==> src/rtl/stream_demux.sv <==
// One symbol stream steered into two independent FIFO channels by `enable`.
// Optional DEMUX_STATS_EN adds saturating per-channel accept counters.
module stream_demux #(
    parameter int WIDTH = 2,
    parameter int DEPTH = 4,
    parameter int AW    = 2
) (
    input  logic             clk,
    input  logic             reset,
    input  logic [WIDTH-1:0] in,
    input  logic             in_valid,
    input  logic             enable,
    output logic             in_ready,
    output logic [WIDTH-1:0] out1,
    output logic             out1_valid,
    input  logic             out1_ready,
    output logic [WIDTH-1:0] out2,
    output logic             out2_valid,
    input  logic             out2_ready
`ifdef DEMUX_STATS_EN
    ,
    output logic [7:0]       count1,
    output logic [7:0]       count2
`endif
);

    logic [WIDTH-1:0] mem_q [2][DEPTH];
    logic [AW-1:0]    wp_q  [2];
    logic [AW-1:0]    wp_d  [2];
    logic [AW-1:0]    rp_q  [2];
    logic [AW-1:0]    rp_d  [2];
    logic [AW:0]      cnt_q [2];
    logic [AW:0]      cnt_d [2];
    logic [1:0]       full;
    logic [1:0]       empty;
    logic [1:0]       push;
    logic [1:0]       pop;

    always_comb begin
        for (int c = 0; c < 2; c++) begin
            full[c]  = (cnt_q[c] == (AW+1)'(DEPTH));
            empty[c] = (cnt_q[c] == '0);
        end
    end

    // Readiness looks only at stored occupancy; a same-cycle pop does not help.
    assign in_ready = enable ? !full[1] : !full[0];

    assign push[0] = in_valid && in_ready && !enable;
    assign push[1] = in_valid && in_ready && enable;
    assign pop[0]  = !empty[0] && out1_ready;
    assign pop[1]  = !empty[1] && out2_ready;

    assign out1_valid = !empty[0];
    assign out2_valid = !empty[1];
    assign out1       = empty[0] ? '0 : mem_q[0][rp_q[0]];
    assign out2       = empty[1] ? '0 : mem_q[1][rp_q[1]];

    always_comb begin
        for (int c = 0; c < 2; c++) begin
            wp_d[c]  = wp_q[c] + AW'(push[c]);
            rp_d[c]  = rp_q[c] + AW'(pop[c]);
            cnt_d[c] = cnt_q[c] + (AW+1)'(push[c]) - (AW+1)'(pop[c]);
        end
    end

    always_ff @(posedge clk) begin
        if (reset) begin
            for (int c = 0; c < 2; c++) begin
                wp_q[c]  <= '0;
                rp_q[c]  <= '0;
                cnt_q[c] <= '0;
                for (int j = 0; j < DEPTH; j++) begin
                    mem_q[c][j] <= '0;
                end
            end
        end else begin
            for (int c = 0; c < 2; c++) begin
                wp_q[c]  <= wp_d[c];
                rp_q[c]  <= rp_d[c];
                cnt_q[c] <= cnt_d[c];
                if (push[c]) begin
                    mem_q[c][wp_q[c]] <= in;
                end
            end
        end
    end

`ifdef DEMUX_STATS_EN
    logic [7:0] st_q [2];
    logic [7:0] st_d [2];

    always_comb begin
        for (int c = 0; c < 2; c++) begin
            st_d[c] = st_q[c];
            if (push[c] && (st_q[c] != 8'hFF)) begin
                st_d[c] = st_q[c] + 8'd1;
            end
        end
    end

    always_ff @(posedge clk) begin
        if (reset) begin
            st_q[0] <= '0;
            st_q[1] <= '0;
        end else begin
            st_q[0] <= st_d[0];
            st_q[1] <= st_d[1];
        end
    end

    assign count1 = st_q[0];
    assign count2 = st_q[1];
`endif

endmodule
==> config.mk <==
export PLATFORM = sky130hd
export DESIGN_NAME = stream_demux
export DESIGN_NICKNAME = d
export VERILOG_FILES = /design/src/rtl/stream_demux.sv
export SDC_FILE = /design/constraint.sdc
export NUM_CORES = 1
export LEC_CHECK = 0
export ABC_AREA = 1
export CORE_ASPECT_RATIO = 1.75
export CORE_MARGIN = 5
export CORE_UTILIZATION = 35
export CTS_CLUSTER_DIAMETER = 100
export DETAILED_ROUTE_END_ITERATION = 12
export PLACE_DENSITY = 0.65
export SLEW_MARGIN = 20
export SYNTH_ARGS = -nofsm -noshare
export SYNTH_HDL_FRONTEND = slang
export SYNTH_SLANG_ARGS = --single-unit
==> constraint.sdc <==
create_clock -name clk -period 2.22 [get_ports clk]
set_input_delay 0.444 -clock clk [delete_from_list [all_inputs] [get_ports clk]]
set_output_delay 0.444 -clock clk [all_outputs]
set_load 0.05 [all_outputs]
==> results.md <==
- The number of global-route vias before repair is 1,109.
- The initial antenna violation count is 0.
- The die covers 5805 sq um.
- The number of antenna repair diodes is 0.
- The global-route wire length before repair is 4464 um.
- The final clock period utilization by the worst path is 0.9159.
- The total grt overflow is 0.
- In this run, the number of DRC markers left after iteration 0 of detailed routing was 19.
- In the final layout, the share of cells above drive strength 1 is 0.1353.
- The initial core utilization is 0.3623.
- The TritonCTS clock tree is yes.
- For this run, the leading register cell type out of synthesis is sky130_fd_sc_hd__edfxtp_1.
- The final cell area excluding filler cells is 1873 sq um.
- In this run the remaining antenna-violating nets after routing total 0.
- Sorting the synthesized cells by how often they occur yields 53 x sky130_fd_sc_hd__nor2_1, 35 x sky130_fd_sc_hd__inv_1, 16 x sky130_fd_sc_hd__edfxtp_1.
- The total of buffers placed on input and output ports is 14.
- Setup violations remaining at the end of the flow were counted as 0.
- Clock latency on the worst-skew pair, taken at its later pin, is 0.28 ns.
- The number of nets produced by synthesis is 198.
- The classification of the worst-slack hold path is reg2reg.
- The largest fanout on the critical path is 2.
- After detailed routing, the average wire length per cell comes to 10.38 um.
- The cell area after technology mapping is 1518 sq um.
- The number of distinct library cells after synthesis is 19.
- Walking the worst path, the cells encountered are clkdlybuf4s50_1 > inv_1 > nor2_1 > ha_1 > inv_1 > ha_1 > inv_1 > fa_1 > nor3_1 > nor3_1.
- For the pin with the worst max-slew slack, the measured transition is 0.4846 ns.
- The delay of the slowest cell on the worst path is 0.45 ns.
- The root buffer cell chosen for the clock tree is sky130_fd_sc_hd__clkbuf_8.
- The clock edge transition at the registers on the reported setup and hold paths is 0.07 ns.
- Setup repair after global routing left no endpoint under its margin.
- The vertical extent of the die is 97.11 um.
- The areal power density over the cells is 1256 nW/um^2.
- The H-tree was split into 2 levels.
- The combinational power share is 0.442.
- In this run, synthesis inferred 16 flip-flops with an integrated enable.
- The number of remaining DRC errors is 0.
- Max-cap violations in this run came to 0.
- The post-synthesis sequential element count is 30.
- For this run, the top clock speed supported by timing is 0.4918 GHz.
- The completed layout was analyzed and its total power is 2352 uW.
- The average instance in the mapped netlist occupies 8.432 sq um.
- The type of destination of the critical path is a flip-flop.
- The required arrival time at the worst endpoint is 2.39 ns.
- Using the TritonRoute via totals, the vias-per-cell ratio works out to 4.563.
- The die span in x is 59.78 um.
- The worst setup skew after layout is 0.003414 ns.
- The critical path buffer and inverter count is 4.
- At the worst endpoint, the arrival time is 2.20 ns.
- The type of the setup path with the least slack is in2reg.
- The share of the yosys chip area belonging to registers is 0.5012.
- The count of final max-slew check failures was 0.
- The total wirelength of the detailed-routed design is 2657 um.
- The run finished with clean final reports.
- The kind of cell with the highest combined delay along the critical path is adder cells.
- The via count is 1,168.
- The net switching power is 945.2 uW.
- The worst reg-to-reg setup slack is 0.28 ns.
- At the end of the flow the core is filled with cells to 0.4471.
- The proportion of netlist area held by the largest area contributor is 0.3166.
- In this run the static leakage power is 0.0008616 uW.
- The largest individual stage delay along the critical path comes from the cell sky130_fd_sc_hd__clkdlybuf4s50_1.
- TritonCTS created 5 clock buffers.
- The sum of net half-perimeters after detailed placement is 2130 um.
- The switching power as a share of total power is 0.4018.
- The first-pass iteration count of the detailed router is 4.
- In this run the deepest clock path goes through 2 buffers.
- After floorplanning, the core was divided into 31 placement rows.
- The total routing usage reported by global routing is 0.1030.
- Among the stages of the critical path, the cell type that occurs most often is sky130_fd_sc_hd__inv_1.
- The post-detailed-placement cell area is 1760 sq um.
- The clock sink total is 30.
- The total count of hold-check failures in the final report was 0.
- Compared with the post-synthesis result, the final layout area differs by 23.41%.
- The non-filler instance count after layout is 256.
- The part of the power in registers is 0.330.
- The cell taking the most area after synthesis is sky130_fd_sc_hd__edfxtp_1.
- Setup total negative slack on the finished layout was measured at 0 ns.
- Sorting the synthesized cells by area gives the leading types as sky130_fd_sc_hd__edfxtp_1 32%, sky130_fd_sc_hd__dfxtp_1 18%, sky130_fd_sc_hd__nor2_1 13%.
- The final weighted congestion in routability-driven placement is 0.8040.
- In the post-synthesis netlist, the cell with the most instances is sky130_fd_sc_hd__nor2_1.
- The final layout contains 224 nets.
- The internal power summed over all cells is 1407 uW.
- The proportion of power drawn by the clock network is 0.228.
- In this run the tightest slew margin relative to its limit is 0.6782.
- The time the worst path needs with I/O delays and setup is 2.033 ns.
- During synthesis, Yosys emitted a total of 0 warnings.
- The placed cell count is 248.
- The maximum vdd ir drop is 0.0009358 V.
- The region available for standard cell placement spans 4189 sq um.
- In the synthesized netlist the async set-or-reset flop fraction comes to 0.
- The I/O pin count is 15.
- Entering global routing, the biggest net connects 15 pins.
- The synthesized netlist cell count is 180.
- The worst setup path is launched from a primary input.
- The filler cell count is 408.
- The quantity of hold-fixing buffers added after cts is 0.
path summary, 6_finish.rpt:
check,cells after the start,to,start
worst min register to register,2,rp_q[0][3],rp_q[0][3]
worst min-delay path,2,rp_q[0][3],rp_q[0][3]
worst max register to register,12,cnt_q[0][5],cnt_q[0][4]
worst max-delay path,10,cnt_q[0][2],out1_ready
power groups by stage:
| stage | combinational (uW) | clock [uW] | sequential [uW] |
|---|---|---|---|
| final | 1040 | 536 | 775 |
| after global routing | 1180 | 569 | 789 |
| after CTS | 1060 | 551 | 771 |
| after detailed placement | 1060 | 0 | 783 |
| after global placement | 1040 | 0 | 781 |
| after floorplan | 726 | 0 | 762 |
tightest hold or removal path, cell delays in order, from the launching register on:
cell,delay (ns)
sky130_fd_sc_hd__dfxtp_1,0.34
sky130_fd_sc_hd__xnor2_1,0.15
sky130_fd_sc_hd__nor2_1,0.03
cell usage in the layout (no fill, tap or decap):
cell type / n
sky130_fd_sc_hd__nor2_4: 1
sky130_fd_sc_hd__nor3_2: 1
sky130_fd_sc_hd__nor2_1: 53
sky130_fd_sc_hd__clkbuf_8: 5
sky130_fd_sc_hd__buf_12: 1
sky130_fd_sc_hd__fa_1: 2
sky130_fd_sc_hd__nand2_1: 12
sky130_fd_sc_hd__clkdlybuf4s50_1: 7
sky130_fd_sc_hd__dlygate4sd2_1: 1
sky130_fd_sc_hd__edfxtp_1: 16
sky130_fd_sc_hd__and2_2: 1
sky130_fd_sc_hd__ha_1: 8
sky130_fd_sc_hd__o21a_1: 1
sky130_fd_sc_hd__clkinv_2: 2
sky130_fd_sc_hd__inv_1: 35
sky130_fd_sc_hd__nand3_2: 2
sky130_fd_sc_hd__dfxtp_1: 14
sky130_fd_sc_hd__xnor2_1: 5
sky130_fd_sc_hd__nand3_1: 9
sky130_fd_sc_hd__nor3_1: 2
sky130_fd_sc_hd__buf_4: 12
sky130_fd_sc_hd__o21ai_0: 9
sky130_fd_sc_hd__nor2_2: 2
sky130_fd_sc_hd__a21oi_1: 5
sky130_fd_sc_hd__bufinv_16: 1
layout make-up:
class	count	area [sq um]	area share
flip-flops and latches	30	760.7	0.4061
multi-input cells	113	621.8	0.3320
repair buffers	21	188.9	0.1009
inverters	35	131.4	0.07014
clock buffers	5	68.82	0.03674
well taps	49	61.31	0.03273
clock inverters	3	40.04	0.02138
metrics by stage:
stage / hold slack, ns / worst slack, ns
2_1_floorplan: 0.5152 / 0.2580
3_3_place_gp: 0.5569 / -0.09609
3_5_place_dp: 0.5613 / -0.1154
4_1_cts: 0.5704 / 0.1879
5_1_grt: 0.6062 / 0.01128
6_report: 0.5677 / 0.1866
sequential cells by signal (all words and copies together) (netlist names):
register	count
wp_q	4
cnt_q	6
mem_q	16
rp_q	4
cell families after synthesis:
family,share of synthesized area
buf+inv,0.09233
simple gates,0.2341
fa+ha+maj,0.09234
xor+xnor,0.02885
flops,0.5012
compound gates,0.05111
repair_timing:
action                                  4_1_cts  5_1_grt
setup buffers                                 0        0
pin swaps                                     0        0
hold endpoints to repair                      0        0
endpoints found under the setup margin        1        1
gates resized for setup                       1        1
per-layer routing:
layer	GRT usage	share of wire	vias up
met4	0.06655	0.033	0
met3	0.02394	0.025	7
li1	-	-	613
met5	0	0	-
met1	0.09516	0.36	533
met2	0.1867	0.58	15
(Power assumes the default switching activity.)
